### src/rtl/timer_ctrl_pkg.sv
// Shared types and constants for the countdown timer controller.
package timer_pkg;

  localparam int MIN_W   = 7;
  localparam int SEC_W   = 6;
  localparam int SEC_MAX = 59;

  // set_field codes shown on the mode indicators
  localparam logic [1:0] SET_NONE = 2'b00;
  localparam logic [1:0] SET_MIN  = 2'b01;
  localparam logic [1:0] SET_SEC  = 2'b10;

  typedef enum logic [2:0] {
    ST_IDLE    = 3'd0,
    ST_SET_MIN = 3'd1,
    ST_SET_SEC = 3'd2,
    ST_RUN     = 3'd3,
    ST_PAUSE   = 3'd4,
    ST_ALARM   = 3'd5
  } tstate_t;

endpackage

### src/rtl/timer_ctrl_if.sv
// Front-panel buttons, seconds-counter handshake and display/indicator bus.
interface timer_ctrl_if;
  import timer_pkg::*;

  logic             btn_ss;
  logic             btn_set;
  logic             btn_inc;
  logic             sec_p;
  logic             cnt_enable;
  logic             cnt_clear;
  logic [MIN_W-1:0] disp_min;
  logic [SEC_W-1:0] disp_sec;
  logic [1:0]       set_field;
  logic             alarm;
  logic [2:0]       state_o;

  // panel / seconds-counter side
  modport master (
    output btn_ss, btn_set, btn_inc, sec_p,
    input  cnt_enable, cnt_clear, disp_min, disp_sec, set_field, alarm, state_o
  );

  // timer controller side
  modport slave (
    input  btn_ss, btn_set, btn_inc, sec_p,
    output cnt_enable, cnt_clear, disp_min, disp_sec, set_field, alarm, state_o
  );

endinterface

### src/rtl/timer_ctrl_mmss_dec.sv
// Combinational mm:ss one-second decrement, saturating at 00:00, with zero detect on the result.
module mmss_dec
  import timer_pkg::*;
(
  input  logic [MIN_W-1:0] min_i,
  input  logic [SEC_W-1:0] sec_i,
  output logic [MIN_W-1:0] min_o,
  output logic [SEC_W-1:0] sec_o,
  output logic             zero_o
);

  // borrow from minutes when seconds are already zero; 00:00 stays 00:00
  always_comb begin
    min_o = min_i;
    sec_o = sec_i;
    if (sec_i != '0) begin
      sec_o = sec_i - SEC_W'(1);
    end else if (min_i != '0) begin
      min_o = min_i - MIN_W'(1);
      sec_o = SEC_W'(SEC_MAX);
    end
  end

  assign zero_o = (min_o == '0) && (sec_o == '0);

endmodule

### src/rtl/timer_ctrl.sv
// Countdown timer controller: preset editing, run/pause countdown, timed alarm.
module timer_ctrl
  import timer_pkg::*;
#(
  parameter int MAX_MIN   = 99,
  parameter int DEF_MIN   = 3,
  parameter int DEF_SEC   = 0,
  parameter int ALARM_SEC = 10
) (
  input  logic         mclk,
  input  logic         rst,
  timer_ctrl_if.slave  bus
);

  localparam int ACNT_W = 8;

  tstate_t          state_q, state_d;
  logic [MIN_W-1:0] preset_min_q, preset_min_d;
  logic [SEC_W-1:0] preset_sec_q, preset_sec_d;
  logic [MIN_W-1:0] remain_min_q, remain_min_d;
  logic [SEC_W-1:0] remain_sec_q, remain_sec_d;
  logic [ACNT_W-1:0] alarm_cnt_q, alarm_cnt_d;
  logic             clear_evt;

  logic             cnt_enable_q, cnt_enable_d;
  logic             cnt_clear_q, cnt_clear_d;
  logic             alarm_q, alarm_d;
  logic [1:0]       set_field_q, set_field_d;
  logic [MIN_W-1:0] disp_min_q, disp_min_d;
  logic [SEC_W-1:0] disp_sec_q, disp_sec_d;

  logic             win_ss, win_set, win_inc, any_btn;
  logic [MIN_W-1:0] dec_min;
  logic [SEC_W-1:0] dec_sec;
  logic             dec_zero;

  // only the highest-priority button pulse in a cycle is acted on
  assign win_ss  = bus.btn_ss;
  assign win_set = bus.btn_set & ~bus.btn_ss;
  assign win_inc = bus.btn_inc & ~bus.btn_ss & ~bus.btn_set;
  assign any_btn = bus.btn_ss | bus.btn_set | bus.btn_inc;

  mmss_dec u_dec (
    .min_i  (remain_min_q),
    .sec_i  (remain_sec_q),
    .min_o  (dec_min),
    .sec_o  (dec_sec),
    .zero_o (dec_zero)
  );

  // state and datapath registers
  always_ff @(posedge mclk) begin
    if (rst) begin
      state_q      <= ST_IDLE;
      preset_min_q <= MIN_W'(DEF_MIN);
      preset_sec_q <= SEC_W'(DEF_SEC);
      remain_min_q <= MIN_W'(DEF_MIN);
      remain_sec_q <= SEC_W'(DEF_SEC);
      alarm_cnt_q  <= '0;
    end else begin
      state_q      <= state_d;
      preset_min_q <= preset_min_d;
      preset_sec_q <= preset_sec_d;
      remain_min_q <= remain_min_d;
      remain_sec_q <= remain_sec_d;
      alarm_cnt_q  <= alarm_cnt_d;
    end
  end

  // next state, preset/remain updates and clear requests
  always_comb begin
    state_d      = state_q;
    preset_min_d = preset_min_q;
    preset_sec_d = preset_sec_q;
    remain_min_d = remain_min_q;
    remain_sec_d = remain_sec_q;
    alarm_cnt_d  = alarm_cnt_q;
    clear_evt    = 1'b0;
    case (state_q)
      ST_IDLE: begin
        if (win_ss) begin
          if ((preset_min_q != '0) || (preset_sec_q != '0)) begin
            remain_min_d = preset_min_q;
            remain_sec_d = preset_sec_q;
            clear_evt    = 1'b1;
            state_d      = ST_RUN;
          end
        end else if (win_set) begin
          state_d = ST_SET_MIN;
        end
      end
      ST_SET_MIN: begin
        if (win_set) begin
          state_d = ST_SET_SEC;
        end else if (win_inc) begin
          preset_min_d = (preset_min_q == MIN_W'(MAX_MIN)) ? '0 : preset_min_q + MIN_W'(1);
        end
      end
      ST_SET_SEC: begin
        if (win_set) begin
          state_d = ST_IDLE;
        end else if (win_inc) begin
          preset_sec_d = (preset_sec_q == SEC_W'(SEC_MAX)) ? '0 : preset_sec_q + SEC_W'(1);
        end
      end
      ST_RUN: begin
        // a tick landing with start/stop is still counted; reaching zero beats the pause
        if (bus.sec_p) begin
          remain_min_d = dec_min;
          remain_sec_d = dec_sec;
        end
        if (bus.sec_p && dec_zero) begin
          alarm_cnt_d = '0;
          state_d     = ST_ALARM;
        end else if (win_ss) begin
          state_d = ST_PAUSE;
        end
      end
      ST_PAUSE: begin
        // resume keeps the counter's partial second, abort clears it
        if (win_ss) begin
          state_d = ST_RUN;
        end else if (win_set) begin
          clear_evt = 1'b1;
          state_d   = ST_IDLE;
        end
      end
      ST_ALARM: begin
        if (any_btn) begin
          clear_evt = 1'b1;
          state_d   = ST_IDLE;
        end else if (bus.sec_p) begin
          if (alarm_cnt_q + ACNT_W'(1) == ACNT_W'(ALARM_SEC)) begin
            alarm_cnt_d = '0;
            clear_evt   = 1'b1;
            state_d     = ST_IDLE;
          end else begin
            alarm_cnt_d = alarm_cnt_q + ACNT_W'(1);
          end
        end
      end
      default: state_d = ST_IDLE;
    endcase
  end

  // outputs decoded from the next-state values so they appear right after the deciding edge
  always_comb begin
    cnt_enable_d = (state_d == ST_RUN) || (state_d == ST_ALARM);
    cnt_clear_d  = clear_evt;
    alarm_d      = (state_d == ST_ALARM);
    set_field_d  = SET_NONE;
    disp_min_d   = preset_min_d;
    disp_sec_d   = preset_sec_d;
    case (state_d)
      ST_SET_MIN: set_field_d = SET_MIN;
      ST_SET_SEC: set_field_d = SET_SEC;
      ST_RUN, ST_PAUSE: begin
        disp_min_d = remain_min_d;
        disp_sec_d = remain_sec_d;
      end
      ST_ALARM: begin
        disp_min_d = '0;
        disp_sec_d = '0;
      end
      default: ;
    endcase
  end

  // output registers
  always_ff @(posedge mclk) begin
    if (rst) begin
      cnt_enable_q <= 1'b0;
      cnt_clear_q  <= 1'b0;
      alarm_q      <= 1'b0;
      set_field_q  <= SET_NONE;
      disp_min_q   <= MIN_W'(DEF_MIN);
      disp_sec_q   <= SEC_W'(DEF_SEC);
    end else begin
      cnt_enable_q <= cnt_enable_d;
      cnt_clear_q  <= cnt_clear_d;
      alarm_q      <= alarm_d;
      set_field_q  <= set_field_d;
      disp_min_q   <= disp_min_d;
      disp_sec_q   <= disp_sec_d;
    end
  end

  assign bus.cnt_enable = cnt_enable_q;
  assign bus.cnt_clear  = cnt_clear_q;
  assign bus.alarm      = alarm_q;
  assign bus.set_field  = set_field_q;
  assign bus.disp_min   = disp_min_q;
  assign bus.disp_sec   = disp_sec_q;
  assign bus.state_o    = state_q;

endmodule

### src/flat_wrapper.sv
// flat-port wrapper written by rule: the top's interface ports become plain ports
module timer_ctrl_flat import timer_pkg::*;
#(
  parameter int MAX_MIN   = 99,
  parameter int DEF_MIN   = 3,
  parameter int DEF_SEC   = 0,
  parameter int ALARM_SEC = 10
)
  (mclk, rst, bus_btn_ss, bus_btn_set, bus_btn_inc, bus_sec_p, bus_cnt_enable, bus_cnt_clear, bus_disp_min, bus_disp_sec, bus_set_field, bus_alarm, bus_state_o);
  timer_ctrl_if bus_i ();
  input  logic mclk;
  input  logic rst;
  input wire logic [$bits(bus_i.btn_ss)-1:0] bus_btn_ss;
  input wire logic [$bits(bus_i.btn_set)-1:0] bus_btn_set;
  input wire logic [$bits(bus_i.btn_inc)-1:0] bus_btn_inc;
  input wire logic [$bits(bus_i.sec_p)-1:0] bus_sec_p;
  output wire logic [$bits(bus_i.cnt_enable)-1:0] bus_cnt_enable;
  output wire logic [$bits(bus_i.cnt_clear)-1:0] bus_cnt_clear;
  output wire logic [$bits(bus_i.disp_min)-1:0] bus_disp_min;
  output wire logic [$bits(bus_i.disp_sec)-1:0] bus_disp_sec;
  output wire logic [$bits(bus_i.set_field)-1:0] bus_set_field;
  output wire logic [$bits(bus_i.alarm)-1:0] bus_alarm;
  output wire logic [$bits(bus_i.state_o)-1:0] bus_state_o;
  assign bus_i.btn_ss = bus_btn_ss;
  assign bus_i.btn_set = bus_btn_set;
  assign bus_i.btn_inc = bus_btn_inc;
  assign bus_i.sec_p = bus_sec_p;
  assign bus_cnt_enable = bus_i.cnt_enable;
  assign bus_cnt_clear = bus_i.cnt_clear;
  assign bus_disp_min = bus_i.disp_min;
  assign bus_disp_sec = bus_i.disp_sec;
  assign bus_set_field = bus_i.set_field;
  assign bus_alarm = bus_i.alarm;
  assign bus_state_o = bus_i.state_o;
  timer_ctrl #(.MAX_MIN(MAX_MIN), .DEF_MIN(DEF_MIN), .DEF_SEC(DEF_SEC), .ALARM_SEC(ALARM_SEC)) u_core (.mclk(mclk), .rst(rst), .bus(bus_i));
endmodule
### config.mk
export PLATFORM = sky130hd
export DESIGN_NAME = timer_ctrl_flat
export DESIGN_NICKNAME = d
export VERILOG_FILES = /design/src/rtl/timer_ctrl_pkg.sv /design/src/rtl/timer_ctrl_if.sv /design/src/rtl/timer_ctrl_mmss_dec.sv /design/src/rtl/timer_ctrl.sv /design/src/flat_wrapper.sv
export SDC_FILE = /design/constraint.sdc
export NUM_CORES = 1
export LEC_CHECK = 0
export ABC_AREA = 1
export ABC_CLOCK_PERIOD_IN_PS = 3000
export CORE_UTILIZATION = 30
export CTS_CLUSTER_SIZE = 8
export DETAILED_ROUTE_END_ITERATION = 8
export HOLD_SLACK_MARGIN = 0.15
export MAX_ROUTING_LAYER = met4
export PLACE_DENSITY = 0.45
export SETUP_SLACK_MARGIN = 0.4
export SLEW_MARGIN = 20
export SYNTH_ARGS = -nofsm -noshare
export SYNTH_HDL_FRONTEND = slang
export SYNTH_SLANG_ARGS = --single-unit
### constraint.sdc
create_clock -name mclk -period 3 [get_ports mclk]
set_input_delay 0.75 -clock mclk [delete_from_list [all_inputs] [get_ports mclk]]
set_output_delay 0.75 -clock mclk [all_outputs]
set_load 0.01 [all_outputs]
==> Yosys cells after proc, flatten, opt, wreduce, memory -nomap -nowiden <==
Cells that the tools add are included.
{ "totals": {"register_bits": 55, "output_inout_bits": 21, "word_cells": 102} }
{ "op_classes": {"addsub": 5, "eq_ne": 16, "mux": 48, "n_bitwise": 7, "reduce_logical": 14} }
{ "ops": {"columns": ["cell", "count"], "rows": [
  ["$mux 7", 9],
  ["$mux 6", 9],
  ["$mux 3", 11],
  ["$mux 8", 4],
  ["$pmux 7 s2", 2],
  ["$pmux 6 s2", 2],
  ["$pmux 3 s6", 1],
  ["$pmux 8 s2", 1],
  ["$reduce_bool 7->1", 2],
  ["$eq 3x2->1 const B", 4],
  ["$eq 3x3->1 const B", 4],
  ["$reduce_bool 6->1", 2],
  ["$add 8x1->8 const B", 1],
  ["$eq 8x4->1 const B", 1],
  ["$add 7x1->7 const B", 1],
  ["$eq 7x7->1 const B", 1],
  ["$logic_not 7->1", 1],
  ["$mux 1", 7],
  ["$sub 7x1->7 const B", 1],
  ["$add 6x1->6 const B", 1],
  ["$eq 3x1->1 const B", 2],
  ["$eq 6x6->1 const B", 1],
  ["$logic_not 6->1", 1],
  ["$sub 6x1->6 const B", 1],
  ["13 further kinds", 20]
]} }

==> Logic depth before layout (Yosys ltp) <==
Gate-level depths: netlist (run 1).
{ "depth": {"word_depth": 11, "depth_mapped": 21} }

==> Hierarchy <==
From an unflattened synthesis (run 1), not the netlist that was laid out.
{ "unflattened": {"hier_cells": 510, "area_unflattened_um2": 3373.2} }
{ "modules_own_cells": {"columns": ["mod", "instances", "cells_per_inst", "area_per_inst_um2", "seq_area_each_um2"], "rows": [
  ["timer_ctrl", 1, 405, 2829.0, 1101.1],
  ["mmss_dec", 1, 105, 544.3, 0.0]
]} }

==> Worst setup path before layout (run 1) <==
No wires, ideal clock.
{ "synth_timing": {"path_type": "reg-to-reg", "startpoint": "reg u_core.remain_sec_q[0]", "endpoint": "reg u_core.disp_sec_q[0], in the netlist u_core.bus.disp_sec[0]", "arrival_time_ns": 2.081, "required_time_ns": 2.887, "setup_slack_ns": 0.806, "stages_incl_launch_ff": 21, "n_path_buf": 1, "path_cell_list": "dfxtp_1 > inv_1 > ha_1 > nand2_2 > nor2_8 > nand2_4 > nand2_1 > nand2_1 > nor2_1 > nand3_1 > nor2_2 > nand2_2 > nand2_2 > a21oi_4 > inv_2 > nand2_4 > nand2_1 > inv_2 > buf_6 > nand2_1 > nand2_1"} }
{ "synth_via": {"elab_chain_cells": 10, "word_cells_on_any_way": 20} }
{ "synth_rtl": {"columns": ["element", "line_no", "rtl"], "rows": [
  ["start: declaration", "timer_ctrl.sv:21", "logic [SEC_W-1:0] remain_sec_q, remain_sec_d;"],
  ["start signal: assignment", "timer_ctrl.sv:58", "remain_sec_q <= SEC_W'(DEF_SEC);"],
  ["start signal: assignment", "timer_ctrl.sv:65", "remain_sec_q <= remain_sec_d;"],
  ["$sub 6x1->6 (tied with other cells)", "timer_ctrl_mmss_dec.sv:17", "sec_o = sec_i - SEC_W'(1);"],
  ["$mux 6 / $mux 7 (equally long branches)", "timer_ctrl_mmss_dec.sv:16", "if (sec_i != '0) begin"],
  ["$logic_not 6->1 / $logic_not 7->1 (equally long branches)", "timer_ctrl_mmss_dec.sv:24", "assign zero_o = (min_o == '0) && (sec_o == '0);"],
  ["$logic_and 1x1->1", "timer_ctrl_mmss_dec.sv:24", null],
  ["$logic_and 1x1->1", "timer_ctrl.sv:112", "if (bus.sec_p && dec_zero) begin"],
  ["$mux 3", "timer_ctrl.sv:112", null],
  ["$pmux 3 s6", "timer_ctrl.sv:79", "case (state_q)"],
  ["$eq 3x3->1 / $eq 3x2->1 (equally long branches)", "timer_ctrl.sv:154", "case (state_d)"],
  ["$reduce_or 2->1", "timer_ctrl.sv:154", null],
  ["$pmux 6 s2 (*)", "timer_ctrl.sv:154", null],
  ["end signal: assignment", "timer_ctrl.sv:177", "disp_sec_q <= SEC_W'(DEF_SEC);"],
  ["end signal: assignment", "timer_ctrl.sv:184", "disp_sec_q <= disp_sec_d;"],
  ["end: declaration", "timer_ctrl.sv:30", "logic [SEC_W-1:0] disp_sec_q, disp_sec_d;"]
]} }
Mark *: on every way between the ends. The rest lies on a longest branch, timed or not.
A chain may end at the register's enable or synchronous reset.

==> Final worst setup path (run 1) <==
{ "layout_timing": {"startpoint": "reg u_core.remain_min_q[1]", "endpoint": "reg u_core.disp_min_q[0], in the netlist u_core.bus.disp_min[0]"} }
{ "layout_via": {"elab_chain_cells": 11, "word_cells_on_any_way": 19} }
{ "layout_rtl": {"columns": ["element", "line_no", "rtl"], "rows": [
  ["start: declaration", "timer_ctrl.sv:20", "logic [MIN_W-1:0] remain_min_q, remain_min_d;"],
  ["start signal: assignment", "timer_ctrl.sv:57", "remain_min_q <= MIN_W'(DEF_MIN);"],
  ["start signal: assignment", "timer_ctrl.sv:64", "remain_min_q <= remain_min_d;"],
  ["$sub 7x1->7 / $reduce_bool 7->1 (equally long branches)", "timer_ctrl_mmss_dec.sv:19, timer_ctrl_mmss_dec.sv:18", null],
  ["$mux 7 / $mux 6 (equally long branches)", "timer_ctrl_mmss_dec.sv:18", "end else if (min_i != '0) begin"],
  ["$mux 7 / $mux 6 (equally long branches)", "timer_ctrl_mmss_dec.sv:16", null],
  ["$logic_not 7->1 / $logic_not 6->1 (equally long branches)", "timer_ctrl_mmss_dec.sv:24", null],
  ["$logic_and 1x1->1", "timer_ctrl_mmss_dec.sv:24", null],
  ["$logic_and 1x1->1", "timer_ctrl.sv:112", null],
  ["$mux 3", "timer_ctrl.sv:112", null],
  ["$pmux 3 s6", "timer_ctrl.sv:79", null],
  ["$eq 3x3->1 / $eq 3x2->1 (equally long branches)", "timer_ctrl.sv:154", null],
  ["$reduce_or 2->1", "timer_ctrl.sv:154", null],
  ["$pmux 7 s2 (*)", "timer_ctrl.sv:154", null],
  ["end signal: assignment", "timer_ctrl.sv:176", "disp_min_q <= MIN_W'(DEF_MIN);"],
  ["end signal: assignment", "timer_ctrl.sv:183", "disp_min_q <= disp_min_d;"],
  ["end: declaration", "timer_ctrl.sv:29", "logic [MIN_W-1:0] disp_min_q, disp_min_d;"]
]} }
Marked as above.

==> results of run 1 <==
## per-layer routing
metal	wire [um]	up-vias	share of wire	GRT usage
met5	0	-	0	-
met1	4844	1505	0.49	0.2501
met3	508	15	0.052	0.01732
met4	135	0	0.014	0.04125
met2	4372	96	0.44	0.2777
li1	-	1658	-	-
## registers in the layout (all words and copies together) (netlist names)
| name | cells |
|---|---|
| u_core.remain_sec_q | 6 |
| u_core.alarm_cnt_q | 8 |
| u_core.bus.disp_sec | 6 |
| u_core.remain_min_q | 7 |
| u_core.preset_min_q | 7 |
| u_core.bus.set_field | 2 |
| u_core.preset_sec_q | 6 |
| u_core.bus.cnt_clear | 1 |
| u_core.bus.disp_min | 7 |
| u_core.bus.alarm | 1 |
| u_core.bus.state_o | 3 |
| u_core.bus.cnt_enable | 1 |
## worst min-delay path, stage by stage, from the launching register on
cell and delay, ns:
sky130_fd_sc_hd__dfxtp_1 0.31, sky130_fd_sc_hd__inv_1 0.07, sky130_fd_sc_hd__a211oi_1 0.07
## power by group through the flow
stage | Combinational [mW] | Sequential, mW | Clock, mW
global placement | 0.503 | 0.808 | 0
finish | 0.576 | 0.794 | 0.442
global route | 0.634 | 0.798 | 0.488
detailed placement | 0.495 | 0.808 | 0
CTS | 0.502 | 0.793 | 0.462
floorplan | 0.334 | 0.812 | 0
## cell usage in the layout (no fill, tap or decap), types with 16 or more instances in the layout
master / instances
sky130_fd_sc_hd__dfxtp_1: 51
sky130_fd_sc_hd__nand2_1: 95
sky130_fd_sc_hd__nor3_1: 16
sky130_fd_sc_hd__nand3_1: 28
sky130_fd_sc_hd__o21ai_0: 18
sky130_fd_sc_hd__clkdlybuf4s50_1: 24
sky130_fd_sc_hd__inv_1: 63
sky130_fd_sc_hd__a21oi_1: 30
sky130_fd_sc_hd__buf_4: 25
sky130_fd_sc_hd__nor2_1: 58
## final timing paths
path                          startpoint                endpoint  slack, ns  cells after the start
setup / recovery  u_core.remain_min_q[1]  u_core.bus.disp_min[0]       0.54                     17
hold / removal     u_core.alarm_cnt_q[7]   u_core.alarm_cnt_q[7]       0.49                      2
setup reg to reg  u_core.remain_min_q[1]  u_core.bus.disp_min[0]       0.54                     17
hold reg to reg    u_core.alarm_cnt_q[7]   u_core.alarm_cnt_q[7]       0.49                      2
## metrics by stage
step | hold WS, ns | std cells | total power, mW | instance area [um2] | setup slack (ns)
floorplan | 0.4548 | 472 | 1.146 | 3203 | 0.8059
global placement | 0.4730 | 646 | 1.311 | 3734 | 0.1719
detailed placement | 0.4840 | 646 | 1.303 | 3734 | 0.09082
CTS | 0.4989 | 654 | 1.757 | 3845 | 0.4255
global route | 0.5424 | 662 | 1.920 | 3999 | 0.3613
finish | 0.4939 | 662 | 1.812 | 3999 | 0.5405
## what timing repair did
item | 4_1_cts | 5_1_grt
hold buffers | 0 | 0
setup endpoints to repair | 13 | 15
cloned | 0 | 2
pin swaps | 0 | 10
endpoints found under the hold margin | 0 | 0
buffers inserted | 0 | 6
resized for setup | 4 | 26
## kinds of logic after synthesis
logic type,after synthesis,synth area share
AO/OA/AOI/OAI,85,0.1641
XOR/XNOR,7,0.01914
adder cells (fa/ha/maj),9,0.03516
buffers and inverters,82,0.1016
flip-flops,55,0.3438
AND/OR/NAND/NOR,234,0.3363
## layout make-up
cell class                 count  share of cell area
timing repair buffer          51              0.1133
clock buffer                   6             0.02065
multi-input combinational    337              0.4700
clock inverter                 2            0.004068
sequential                    55              0.2772
inverter                      75             0.07228
tap                          136             0.04255
==> flow_metrics.tcl, run 1 <==
set metrics [dict create \
    power.density_nw_per_um2 453.1 \
    worst_slew_margin_relative_to_its_limit 0.7550 \
    timing.critical_path.arrival_ns 2.65 \
    skew_ns 0.01046 \
    initialDrtViolationCount 166 \
    timing_worst_setup_path_type "reg2reg" \
    synthesis.instances 472 \
    clkSinkCount 55 \
    rsz0062_at_grt "true" \
    final.period_utilization 0.8198 \
    nets 540 \
    fin_setup_tns_ns 0 \
    run_status "complete, no violations" \
    cp-end-kind "register" \
    critPathMaxFanout 7 \
    timing.critical_path.cells "inv_2 > ha_1 > inv_1 > nor2_2 > nand3_4 > or2_4 > nand3_2 > nand3b_1 > nor2_2 > nand2_2 > nand2_2 > a21oi_4 > buf_4 > nand3_4 > nand2_8 > nand2_1 > nand3_1" \
    floorplan.die.width_um 105.3 \
    multi_input_comb_area_um2 1879 \
    cts_made_buffers 5 \
    share_seq_of_total_power 0.438 \
    grt_start_max_net_pins 18 \
    critical_path.n_buffers_inverters 3 \
    io_buffer_count 26 \
    hpwlAfterDp_um 7639 \
    initial_core_util 0.3103 \
    synth_top_cell_area_share 0.3438 \
    grt_pass1_wl_um 15120 \
    post_drt_wl_per_cell_um 14.89 \
    cp_slowest_cell "sky130_fd_sc_hd__dfxtp_2" \
    number_of_synthesized_flops_with_an_enable_pin 0 \
    grtUsageTotal 0.1788 \
    p_comb_frac 0.318 \
    yosys_top_cell_by_area "sky130_fd_sc_hd__dfxtp_1" \
    totalWireLength_um 9860 \
    clock_tree_from_tritoncts "yes" \
    globalRouteOverflowTotal 0 \
    syn2layout_area_growth_pct 24.84 \
    drc 0 \
    timing.final.setup_violations 0 \
    cts_buffer_depth 2 \
    cpLargestDelayFamily "simple AND/OR/NAND/NOR gates" \
    grt_antenna_before_repair 0 \
    min_path_type "reg2reg" \
    die-height_um 105.3 \
    critPathLaunchType "register" \
    worst_skew_pair.late_latency_ns 0.31 \
    synthTopCellsByCount "96 x sky130_fd_sc_hd__nand2_1, 67 x sky130_fd_sc_hd__inv_1, 62 x sky130_fd_sc_hd__nor2_1, 55 x sky130_fd_sc_hd__dfxtp_1, 30 x sky130_fd_sc_hd__a21oi_1" \
    synth.yosys.seq_area_share 0.3438 \
    num_vias 3274 \
    finalMaxSlewViolations 0 \
    clock.fmax_mhz 406.6 \
    max_slew.worst_pin.slew_ns 0.3627 \
    cp_slowest_stage_delay_ns 0.35 \
    critPathRequiredTime_ns 3.19 \
    clock_transition_at_the_registers_of_the_reported_paths_ns 0.10 \
    syn_area_per_cell_um2 6.786 \
    ant_nets 0 \
    ios 27 \
    synth.ff_latch_count 55 \
    clock_tree.root_cell "sky130_fd_sc_hd__clkbuf_8" \
    vdd_drop_max_mv 0.2170 \
    first_global_vias 2952 \
    synth_cell_types 45 \
    min_period_ns 2.459 \
    vias_per_cell 4.946 \
    synth_top_cells_by_area "sky130_fd_sc_hd__dfxtp_1 34%, sky130_fd_sc_hd__nand2_1 11%, sky130_fd_sc_hd__inv_1 7.9%, sky130_fd_sc_hd__nor2_1 7.3%, sky130_fd_sc_hd__a21oi_1 4.7%" \
    post-synth-top-count-cell "sky130_fd_sc_hd__nand2_1" \
    p_leak_nw 1.667 \
    final_core_util 0.3873 \
    fp-row-count 37 \
    p_int_mw 1.172 \
    drt_pass1_iterations 5 \
    die_outline_area_um2 11090 \
    swShare 0.3531 \
    register_area_um2 1109 \
    dominantRegCellSynth "sky130_fd_sc_hd__dfxtp_1" \
    power.switching_mw 0.6398 \
    syn-cell-area_um2 3203 \
    hold_violation_count_in_the_final_report 0 \
    layout-drive-gt1-share 0.1502 \
    synth-warning-count 0 \
    cts_htree_levels 2 \
    routabilityCongestion 0.8904 \
    max_cap_viol_count 0 \
    mappedNetlistNets 487 \
    clockPowerShare 0.244 \
    n_fill_cell 1077 \
    core-area_um2 10320 \
    num_antenna_cells 0 \
    ys_async_sr_fraction 0 \
]
Power figures use the tool's default switching activity.
==> run 2, diff against run 1 <==
--- a/config.mk
+++ b/config.mk
@@ -6,13 +6,13 @@
 export NUM_CORES = 1
 export LEC_CHECK = 0
 export ABC_AREA = 1
-export ABC_CLOCK_PERIOD_IN_PS = 3000
+export ABC_CLOCK_PERIOD_IN_PS = 2000
 export CORE_UTILIZATION = 30
 export CTS_CLUSTER_SIZE = 8
 export DETAILED_ROUTE_END_ITERATION = 8
 export HOLD_SLACK_MARGIN = 0.15
 export MAX_ROUTING_LAYER = met4
-export PLACE_DENSITY = 0.45
+export PLACE_DENSITY = 0.46
 export SETUP_SLACK_MARGIN = 0.4
 export SLEW_MARGIN = 20
 export SYNTH_ARGS = -nofsm -noshare
==> constraint.sdc (replaced) <==
create_clock -name mclk -period 2 [get_ports mclk]
set_input_delay 0.5 -clock mclk [delete_from_list [all_inputs] [get_ports mclk]]
set_output_delay 0.5 -clock mclk [all_outputs]
set_load 0.01 [all_outputs]
==> run 2 against run 1 <==
Effect of this change:
- the run now ends with negative setup slack left
- sequential power up 50%
- design area increased by 46%
- clock power increased by 43%
- critical endpoint is now u_core.bus.disp_sec[5]
==> flow_metrics.tcl, run 2 (same netlist as run 1, synthesis figures left out) <==
set metrics [dict create \
    timing.critical_path.arrival_ns 2.45 \
    swShare 0.3678 \
    layout_common_cells "119 x sky130_fd_sc_hd__buf_4, 74 x sky130_fd_sc_hd__nand2_1, 46 x sky130_fd_sc_hd__inv_1, 39 x sky130_fd_sc_hd__dfxtp_1, 31 x sky130_fd_sc_hd__nor2_1" \
    rr_startpoint "u_core.remain_min_q[0]" \
    final.setup.worst_slack_ns -0.2374 \
    globalRouteOverflowTotal 0 \
    layout.cells.most_common "sky130_fd_sc_hd__buf_4" \
    sum_of_internal_switching_and_leakage_power_mw 3.309 \
    multi_input_comb_area_um2 2675 \
    nets 662 \
    reg2reg_capture_point "u_core.bus.disp_sec[5]" \
    placedCellCount 739 \
    cts_hold_buffers 0 \
    n_fill_cell 953 \
    final.period_utilization 1.119 \
    busiest_layer "met2" \
    share_seq_of_total_power 0.361 \
    grtUsageTotal 0.2113 \
    vias_per_cell 4.793 \
    min_path_type "reg2reg" \
    critPathLaunchType "register" \
    violated_checks "negative setup slack" \
    critical_path.n_buffers_inverters 4 \
    cp_slowest_stage_delay_ns 0.36 \
    max_cap_viol_count 0 \
    p_leak_nw 2.532 \
    cts_buffer_depth 2 \
    clock.fmax_mhz 447.0 \
    cts_htree_levels 2 \
    cp-end-kind "register" \
    ios 27 \
    hpwlAfterDp_um 8170 \
    ant_nets 0 \
    skew_ns 0.01876 \
    num_antenna_cells 0 \
    routabilityCongestion 0.9230 \
    initialDrtViolationCount 144 \
    floorplan.die.width_um 105.3 \
    clockPowerShare 0.191 \
    syn2layout_area_growth_pct 82.50 \
    worst_slew_margin_relative_to_its_limit 0.7310 \
    fp-row-count 37 \
    worst_skew_pair.late_latency_ns 0.32 \
    p_comb_frac 0.448 \
    power.density_nw_per_um2 566.1 \
    drc 0 \
    timing_worst_setup_path_type "reg2reg" \
    core-area_um2 10320 \
    vdd_drop_max_mv 0.3206 \
    register_area_um2 1134 \
    cp_slowest_cell "sky130_fd_sc_hd__dfxtp_2" \
    rsz0062_at_grt "true" \
    critical_path.most_common_cell "sky130_fd_sc_hd__nand2_2" \
    grt_pass1_wl_um 18080 \
    grt_antenna_before_repair 0 \
    hold_violation_count_in_the_final_report 0 \
    place_worst_setup_slack_ns -0.5841 \
    max_slew.worst_pin.slew_ns 0.4029 \
    top_register "u_core.alarm_cnt_q" \
    timing.final.setup_violations 26 \
    p_int_mw 2.092 \
    grt_start_max_net_pins 17 \
    timing.critical_path.cells "inv_4 > ha_4 > inv_2 > nor2_4 > nand3_4 > or2_4 > nand2_2 > a21oi_2 > nor2_1 > nand2_2 > nand2_2 > a21oi_4 > inv_2 > nand2_4 > buf_6 > nand2_4 > nand2_1 > nand2_1" \
    post_drt_wl_per_cell_um 15.21 \
    io_buffer_count 26 \
    cts_made_buffers 5 \
    initial_core_util 0.3103 \
    drt_pass1_iterations 7 \
    largest_register_ff_count 8 \
    die_outline_area_um2 11090 \
    critical_path.startpoint "u_core.remain_min_q[0]" \
    critPathMaxFanout 6 \
    met3_usage 0.02907 \
    r2r_slack_ns -0.24 \
    layout-drive-gt1-share 0.5571 \
    totalWireLength_um 11920 \
    min_period_ns 2.237 \
    globalRouteMet1Util 0.2814 \
    critPathRequiredTime_ns 2.21 \
    hold-path-cell-count 2 \
    cpLargestDelayFamily "simple AND/OR/NAND/NOR gates" \
    die-height_um 105.3 \
    r2r.worst_path.cells 18 \
    routing_usage_on_met2 0.3275 \
    run_status "complete, but fails checks" \
    num_vias 3758 \
    stdcell_count 784 \
    whs_endpoint "u_core.alarm_cnt_q[7]" \
    first_global_vias 3637 \
    clock_tree_from_tritoncts "yes" \
    worstHoldStart "u_core.alarm_cnt_q[7]" \
    clkSinkCount 55 \
    power.switching_mw 1.217 \
    clock_tree.root_cell "sky130_fd_sc_hd__clkbuf_8" \
    finalMaxSlewViolations 0 \
    clock_transition_at_the_registers_of_the_reported_paths_ns 0.10 \
    final_core_util 0.5662 \
    fin_setup_tns_ns -3.857 \
]
-- run 2: cell types whose count changed in the layout (fill, tap and decap cells not counted), sizes merged --
cell / delta
clkdlybuf4s15: +2
buf: +121
clkbuf: +1
inv: +1
clkdlybuf4s50: -24
dlygate4sd2: +22
dlymetal6s2s: -1
-- run 2: worst reg2reg max path, delay by kind of cell, from the launching register on --
family / cells / cell delay, ns
AND/OR/NAND/NOR: 11 / 0.96
flip-flops: 1 / 0.36
AO/OA/AOI/OAI: 2 / 0.35
buffers and inverters: 4 / 0.31
adder cells (fa/ha/maj): 1 / 0.15
-- run 2: per-stage QoR --
stage	cell area, um2	hold WS [ns]
floorplan	3319	0.4548
global placement	4544	0.4730
detailed placement	4544	0.4801
CTS	5211	0.5029
global route	5846	0.5390
finish	5846	0.4964
-- run 2: metal layers --
layer	routed length (um)	part of all wire
met5	0	0
met4	215	0.018
met3	323	0.027
met2	5623	0.47
met1	5760	0.48
-- run 2: area by class of cell --
class | instances | share of cell area
Sequential cell | 55 | 0.1939
Multi-Input combinational cell | 337 | 0.4576
Timing Repair Buffer | 172 | 0.2481
Timing Repair inverter | 1 | 0.001070
Inverter | 75 | 0.05565
Clock buffer | 6 | 0.01241
Clock inverter | 2 | 0.002140
Tap cell | 136 | 0.02911
-- run 2: repair_timing --
action                     4_1_cts  5_1_grt
cloned                           3        2
setup endpoints to repair       76       53
setup buffers                   15       17
pin swaps                       37       64
gates resized for setup        160      129
-- run 2: power groups by stage --
stage	combinational, mW	clock [mW]	sequential [mW]
finish	1.48	0.634	1.19
global route	1.60	0.701	1.20
CTS	1.23	0.657	1.19
detailed placement	1.02	0	1.21
global placement	1.02	0	1.21
floorplan	0.538	0	1.22
-- run 2: worst max-delay path by stage --
stage,end,cells after the start
global placement,u_core.bus.disp_sec[3],15
detailed placement,u_core.bus.disp_min[3],15
global route,u_core.bus.disp_sec[5],19
finish,u_core.bus.disp_sec[5],18
floorplan,u_core.bus.disp_sec[0],19
CTS,u_core.bus.disp_sec[1],17
